<file path="src/rtl/rca_pkg.sv">
// Shared definitions for the sequential nibble-serial ripple-carry adder:
// state encoding, slice width and the counter-width helper.
package rca_pkg;

  localparam int NIB_W = 4;

  typedef enum logic [1:0] {
    IDLE = 2'd0,
    RUN  = 2'd1,
    DONE = 2'd2
  } state_e;

  // Bits needed to count WIDTH/4 nibbles; never narrower than one bit.
  function automatic int cnt_w(input int width);
    return (width / NIB_W <= 2) ? 1 : $clog2(width / NIB_W);
  endfunction

endpackage

</file>
<file path="src/rtl/rca64_seq_adder_fa4bit.sv">
// FA4bit: 4-bit ripple-carry adder slice built from four full adders.
module FA4bit (
  input  logic [3:0] a,
  input  logic [3:0] b,
  input  logic       cin,
  output logic [3:0] s,
  output logic       cout
);

  logic [4:0] c;

  assign c[0] = cin;

  generate
    for (genvar gi = 0; gi < 4; gi++) begin : g_fa
      assign s[gi]    = a[gi] ^ b[gi] ^ c[gi];
      assign c[gi+1]  = (a[gi] & b[gi]) | (c[gi] & (a[gi] ^ b[gi]));
    end
  endgenerate

  assign cout = c[4];

endmodule

</file>
<file path="src/rtl/rca64_seq_adder.sv">
// Multi-cycle WIDTH-bit adder: one FA4bit slice processes a nibble per clock,
// with valid/ready handshakes on the operand and result sides.
module rca64_seq_adder
  import rca_pkg::*;
#(
  parameter int WIDTH = 64
) (
  input  logic             clk,
  input  logic             rst,
  input  logic             in_valid,
  output logic             in_ready,
  input  logic [WIDTH-1:0] a,
  input  logic [WIDTH-1:0] b,
  input  logic             c_in,
  output logic             out_valid,
  input  logic             out_ready,
  output logic [WIDTH-1:0] sum,
  output logic             c_out,
  output logic             ovf
);

  localparam int CNT_W = cnt_w(WIDTH);
  localparam logic [CNT_W-1:0] LAST_NIB = CNT_W'(WIDTH / NIB_W - 1);

  state_e             state_q, state_d;
  logic [CNT_W-1:0]   cnt_q, cnt_d;
  logic [WIDTH-1:0]   a_q, a_d;
  logic [WIDTH-1:0]   b_q, b_d;
  logic [WIDTH-1:0]   sum_q, sum_d;
  logic               carry_q, carry_d;
  logic               sa_q, sa_d;
  logic               sb_q, sb_d;
  logic               c_out_q, c_out_d;
  logic               ovf_q, ovf_d;

  logic [NIB_W-1:0]   nib_sum;
  logic               nib_cout;

  // Operands are shifted right every RUN cycle, so the slice always sees bits [3:0].
  FA4bit u_slice (
    .a    (a_q[NIB_W-1:0]),
    .b    (b_q[NIB_W-1:0]),
    .cin  (carry_q),
    .s    (nib_sum),
    .cout (nib_cout)
  );

  always_comb begin
    state_d = state_q;
    cnt_d   = cnt_q;
    a_d     = a_q;
    b_d     = b_q;
    sum_d   = sum_q;
    carry_d = carry_q;
    sa_d    = sa_q;
    sb_d    = sb_q;
    c_out_d = c_out_q;
    ovf_d   = ovf_q;
    unique case (state_q)
      IDLE: begin
        if (in_valid) begin
          a_d     = a;
          b_d     = b;
          carry_d = c_in;
          sa_d    = a[WIDTH-1];
          sb_d    = b[WIDTH-1];
          cnt_d   = '0;
          state_d = RUN;
        end
      end
      RUN: begin
        a_d     = a_q >> NIB_W;
        b_d     = b_q >> NIB_W;
        sum_d   = {nib_sum, sum_q[WIDTH-1:NIB_W]};
        carry_d = nib_cout;
        cnt_d   = cnt_q + CNT_W'(1);
        if (cnt_q == LAST_NIB) begin
          c_out_d = nib_cout;
          ovf_d   = (sa_q == sb_q) && (nib_sum[NIB_W-1] != sa_q);
          state_d = DONE;
        end
      end
      DONE: begin
        if (out_ready) state_d = IDLE;
      end
      default: state_d = IDLE;
    endcase
  end

  always_ff @(posedge clk) begin
    if (rst) begin
      state_q <= IDLE;
      cnt_q   <= '0;
      a_q     <= '0;
      b_q     <= '0;
      sum_q   <= '0;
      carry_q <= 1'b0;
      sa_q    <= 1'b0;
      sb_q    <= 1'b0;
      c_out_q <= 1'b0;
      ovf_q   <= 1'b0;
    end else begin
      state_q <= state_d;
      cnt_q   <= cnt_d;
      a_q     <= a_d;
      b_q     <= b_d;
      sum_q   <= sum_d;
      carry_q <= carry_d;
      sa_q    <= sa_d;
      sb_q    <= sb_d;
      c_out_q <= c_out_d;
      ovf_q   <= ovf_d;
    end
  end

  assign in_ready  = (state_q == IDLE);
  assign out_valid = (state_q == DONE);
  assign sum       = sum_q;
  assign c_out     = c_out_q;
  assign ovf       = ovf_q;

endmodule

</file>
<file path="config.mk">
export PLATFORM = sky130hd
export DESIGN_NAME = rca64_seq_adder
export DESIGN_NICKNAME = d
export VERILOG_FILES = /design/src/rtl/rca_pkg.sv /design/src/rtl/rca64_seq_adder_fa4bit.sv /design/src/rtl/rca64_seq_adder.sv
export SDC_FILE = /design/constraint.sdc
export NUM_CORES = 1
export LEC_CHECK = 0
export CAP_MARGIN = 30
export CELL_PAD_IN_SITES_DETAIL_PLACEMENT = 1
export CELL_PAD_IN_SITES_GLOBAL_PLACEMENT = 1
export CORE_MARGIN = 8
export CORE_UTILIZATION = 37
export CTS_CLUSTER_SIZE = 30
export DETAILED_ROUTE_END_ITERATION = 10
export HOLD_SLACK_MARGIN = 0.15
export PLACE_DENSITY_LB_ADDON = 0.1
export SETUP_SLACK_MARGIN = 0.15
export SYNTH_ARGS = -nofsm -noshare
export SYNTH_HDL_FRONTEND = slang
export SYNTH_HIERARCHICAL = 1
export SYNTH_SLANG_ARGS = --single-unit
</file>
<file path="constraint.sdc">
create_clock -name clk -period 2.6 [get_ports clk]
set_input_delay 0.78 -clock clk [delete_from_list [all_inputs] [get_ports clk]]
set_output_delay 0.78 -clock clk [all_outputs]
set_load 0.05 [all_outputs]
</file>
After elaboration in Yosys (flattened, before gate mapping)
Index checks and enable logic that the tools add are counted.
Widths: inputs -> output; s select.
Cells by class
  $add $sub $neg: 1
  equal/unequal tests: 8
  multiplexer cells: 12
  bitwise logic cells: 20
  reductions and logical operators: 7
Operators with widths (number)
  $pmux 64 s2: 2
  $mux 64: 2
  $and 1x1->1: 8
  $pmux 4 s2: 1
  $xor 1x1->1: 8
  $mux 2: 3
  $pmux 2 s3: 1
  $reduce_and 2->1: 3
  $add 4x1->4 const B: 1
  $eq 4x4->1 const B: 1
  $mux 4: 1
  $ne 2x2->1 const B: 2
  $or 1x1->1: 4
  $reduce_and 3->1: 1
  $eq 2x1->1 const B: 1
  $eq 2x2->1 const B: 1
  $logic_not 2->1: 1
  $ne 2x1->1 const B: 1
  $pmux 1 s2: 1
  $reduce_bool 2->1: 1
  $eq 1x1->1: 1
  $logic_and 1x1->1: 1
  $mux 1: 1
  $ne 1x1->1: 1
Word-level totals
  register bits: 203
  input bits: 133
  output and inout port bits: 68
  word-level logic and storage cells: 58

Longest topological paths before layout
  depth after elaboration: 10
  depth in mapped cells: 11
  gate-level depth less buffers: 11

Cells and area by module
The synthesis kept the hierarchy.
By module, submodules not included
  rca64_seq_adder: instances 1, cells an instance 1032, area each 8530.7 µm², sequential area each 4063.9 µm²
  FA4bit: instances 1, cells an instance 14, area each 117.6 µm², sequential area each 0.0 µm²

Worst setup path before layout
Ideal clock, no wire load.
  path type: reg2reg
  from: register a_q[0]
  to: register ovf_q (netlist: ovf)
  library setup time: 0.132 ns
  arrival time: 2.198 ns
  data required time: 2.468 ns
  setup slack: 0.270 ns
  stages on the path, launching flop included: 12
  path buffers: 0
  clock period less this slack: 2.330 ns
  cell sequence: dfxtp_1 > fa_1 > inv_1 > fa_1 > inv_1 > fa_1 > inv_1 > fa_1 > inv_1 > and3b_1 > a21oi_1 > a311oi_1
On the way
  longest elaborated chain between the ends: 10
  elaborated cells on any way between the ends: 11
  classes of those cells: eq/ne (1); bitwise (9); reduce/logical (1)
Ends and longest elaborated chain
  start, declared: line rca64_seq_adder.sv:27  | logic [WIDTH-1:0] a_q, a_d;
  start signal, assigned: line rca64_seq_adder.sv:94  | a_q <= '0;
  start signal, assigned: line rca64_seq_adder.sv:105  | a_q <= a_d;
  $xor 1x1->1: line rca64_seq_adder_fa4bit.sv:17  | assign c[gi+1] = (a[gi] & b[gi]) | (c[gi] & (a[gi] ^ b[gi]));
  $and 1x1->1: line rca64_seq_adder_fa4bit.sv:17
  $or 1x1->1 *: line rca64_seq_adder_fa4bit.sv:17
  $and 1x1->1 *: line rca64_seq_adder_fa4bit.sv:17
  $or 1x1->1 *: line rca64_seq_adder_fa4bit.sv:17
  $and 1x1->1 *: line rca64_seq_adder_fa4bit.sv:17
  $or 1x1->1 *: line rca64_seq_adder_fa4bit.sv:17
  $xor 1x1->1 *: line rca64_seq_adder_fa4bit.sv:16  | assign s[gi] = a[gi] ^ b[gi] ^ c[gi];
  named net nib_sum[3]: line rca64_seq_adder.sv:36  | logic [NIB_W-1:0] nib_sum;
  $ne 1x1->1 *: line rca64_seq_adder.sv:79  | ovf_d = (sa_q == sb_q) && (nib_sum[NIB_W-1] != sa_q);
  $logic_and 1x1->1 *: line rca64_seq_adder.sv:79
  end signal, assigned: line rca64_seq_adder.sv:112  | ovf_q <= ovf_d;
  end, declared: line rca64_seq_adder.sv:34  | logic ovf_q, ovf_d;
The timed path passes the listed nets; every way through them passes the cells marked *.
A chain may end at the register's enable or synchronous reset.

Worst setup path in the final report
Same ends and word-level chain as after synthesis.

==> metrics.cfg <==
[sta]
final.period_utilization_pct=91.0
rsz0062_at_grt=yes
timing.fmax_mhz=423
finalSetupViolations=0
worstMarginPinSlew_ps=607
fin_setup_tns_ps=0
hold_viol_final=0
relSlewSlack_pct=59.5
holdWs_ps=454
period_needed_ps=2360
finClkSkew_ps=6.13
final_max_slew_viol_count=0

[clock_tree]
cts_buffer_depth=3
clk_latency_ps=500
cts_tree=done
htree_levels=1
clock-sinks=203
hold_buffers=0
clk_pin_slew_ps=60
cts_buffers=24
cts-root-buf=clkbuf_16

[routing]
wl_per_cell_um=17.0
met2WireLength_um=12300
drt-met1-wl_um=12000
topRoutingLayerUsed=met4
wirelength_um=26200
ant_nets=0
drcViolationCount=0
wl_met3_um=1470
drt_iter0_markers=362
dr_total_vias=7711
firstDrtPassIters=4
via_per_inst=5.02

[final_layout]
nets=1338
final_layout_size_suffix_gt1_share_pct=13.2
fillers=2743
syn2layout_area_growth_pct=35.2

[global_routing]
grt_pass1_vias=8178
grt_antenna_before_repair=1
grt_pass1_wl_um=42300
grt_start_max_net_pins=101
gr-usage-all-layers_pct=17.8
globalRouteOverflowTotal=0

[placed_design]
io_buffers=200
gp_congestion=0.753
dp_hpwl_um=17500

[worst_setup_path]
path_cells=fa_2 > inv_1 > fa_2 > inv_2 > fa_2 > inv_2 > fa_1 > inv_2 > and3b_1 > a21oi_2 > a311oi_1
critPathMaxFanout=2
r2r_cells=11
cp_slowest_cell=fa_1
arrival_ps=2770
path_class=register to register
r2r_end=ovf
timing.rr.start=a_q[0]
worstPathRequired_ps=3000
crit_path_max_incr_delay_ps=540
cp-start-kind=register
critPathCaptureType=register
timing.reg2reg.setup_slack_ps=240

[worst_hold_path]
holdCritStartpoint=sum[1]
hold_end=sum[1]
hold_path_class=register to register
min_path_cells=2

[synth]
synthCells=1046
synth_area_um2=8650
synth-edff-count=0
ys_seq_elements=203
synthesis.nets=1184
async_reset_ff_share_pct=0
yosysWarnings=6
synth_top_flop_cell=dfxtp_1
syn_avg_cell_area_um2=8.27
ys_seq_area_share_pct=47.0
yosysUniqueCellTypes=29

[die]
design.die.area_um2=28500
design.core.area_um2=23200
start_util_pct=37.3
die_w_um=169
ios=201
rows=56
die_h_um=169

[pwr]
p_per_area_nw_per_um2=686
power_frac_clock_pct=43.6
p_leak_nw=4.72
switching_share_pct=25.3
intPower_mw=6.00
p_switching_mw=2.03
pwr-share-comb_pct=13.8
irDropWorstVdd_v=0.000425
pwr-share-seq_pct=42.6

[run]
drv_cap=0

[run_status]
outcome=completed

## metal layers
layer  global-route usage (%)  up-vias
met2                     30.2      160
met3                     4.08       30
met1                     22.7     3661
li1                         -     3860
met5                        0        -
met4                     3.92        0
## critical path, delay by kind of cell (launching register included)
family | cells | cell delay, ps
AO/OA/AOI/OAI | 2 | 290
adder cells (fa/ha/maj) | 4 | 1240
buffers and inverters | 4 | 190
flip-flops | 1 | 340
AND/OR/NAND/NOR | 1 | 210
## cells in the mapped netlist (2+ instances only)
cell | number | area (um^2)
a21oi_1 | 193 | 966
nor2_1 | 131 | 492
buf_6 | 4 | 45.0
nand3_1 | 5 | 25.0
clkbuf_1 | 29 | 109
dfxtp_1 | 203 | 4060
fa_1 | 4 | 80.1
nor2b_1 | 2 | 12.5
buf_2 | 46 | 230
nand2_1 | 258 | 968
a22oi_1 | 7 | 52.6
a211oi_1 | 42 | 315
inv_1 | 11 | 41.3
a211oi_2 | 80 | 1000
a311oi_1 | 2 | 17.5
buf_4 | 16 | 120
## cell families (layout without fill, tap and decap cells)
family | Yosys count | count (layout) | share of synthesized area (%)
AND/OR/NAND/NOR | 403 | 403 | 17.9
AO/OA/AOI/OAI | 329 | 329 | 27.7
flip-flops | 203 | 203 | 47.0
buffers and inverters | 106 | 277 | 6.31
adder cells (fa/ha/maj) | 5 | 5 | 1.07
other | 0 | 1 | 0
## registers in the layout (all words and copies together), names as in the netlist
name / count
sb_q: 1
state_q: 2
b_q: 64
a_q: 64
c_out: 1
cnt_q: 4
ovf: 1
sum: 64
sa_q: 1
carry_q: 1
## area by class of cell
cell class / count / area (um^2) / share of cell area [%]
Tap cell: 319 / 399 / 3.41
Inverter: 11 / 41.3 / 0.353
Timing Repair Buffer: 223 / 2260 / 19.3
Clock buffer: 38 / 764 / 6.54
Sequential cell: 203 / 4070 / 34.8
Clock inverter: 5 / 75.1 / 0.642
Antenna cell: 1 / 2.50 / 0.0214
Multi-Input combinational cell: 737 / 4080 / 34.9
## worst max-delay path by stage
stage / startpoint / end / depth (start not counted)
global placement: a_q[0] / ovf / 11
global route: a_q[0] / ovf / 11
detailed placement: a_q[0] / ovf / 11
floorplan: a_q[0] / ovf / 11
CTS: sum[3] / sum[3] / 1
finish: a_q[0] / ovf / 11
## through the flow
stage               setup slack, ps  utilization [%]  instances  power, mW  area (um^2)
detailed placement              116             47.0       1491       4.60        10900
floorplan                       270                -       1046       4.16         8650
global route                    108             50.4       1537       8.40        11700
CTS                             156             50.3       1536       8.15        11700
global placement                186             47.0       1491       4.58        10900
finish                          235             50.4       1537       8.02        11700
## power by group through the flow
| stage | clock network, mW | registers, mW | logic, mW |
|---|---|---|---|
| 3_5_place_dp | 0 | 3.48 | 1.11 |
| 3_3_place_gp | 0 | 3.48 | 1.10 |
| 4_1_cts | 3.61 | 3.42 | 1.13 |
| 6_report | 3.50 | 3.42 | 1.11 |
| 5_1_grt | 3.73 | 3.44 | 1.23 |
| 2_1_floorplan | 0 | 3.47 | 0.690 |
## repair_timing
action	CTS	global route
setup buffers	2	0
gates cloned	0	0
endpoints found under the setup margin	65	4
gates resized for setup	66	10
pin swaps	0	2
## placed cells by master (no fill, tap or decap), types with 12 or more instances in the layout
cell type          n
a211oi_1          42
a211oi_2          80
a21oi_1          192
buf_12            13
buf_4             12
clkbuf_16         25
clkdlybuf4s50_1  131
dfxtp_1          200
dlygate4sd2_1     64
nand2_1          258
nor2_1           131
(Power assumes the default switching activity.)
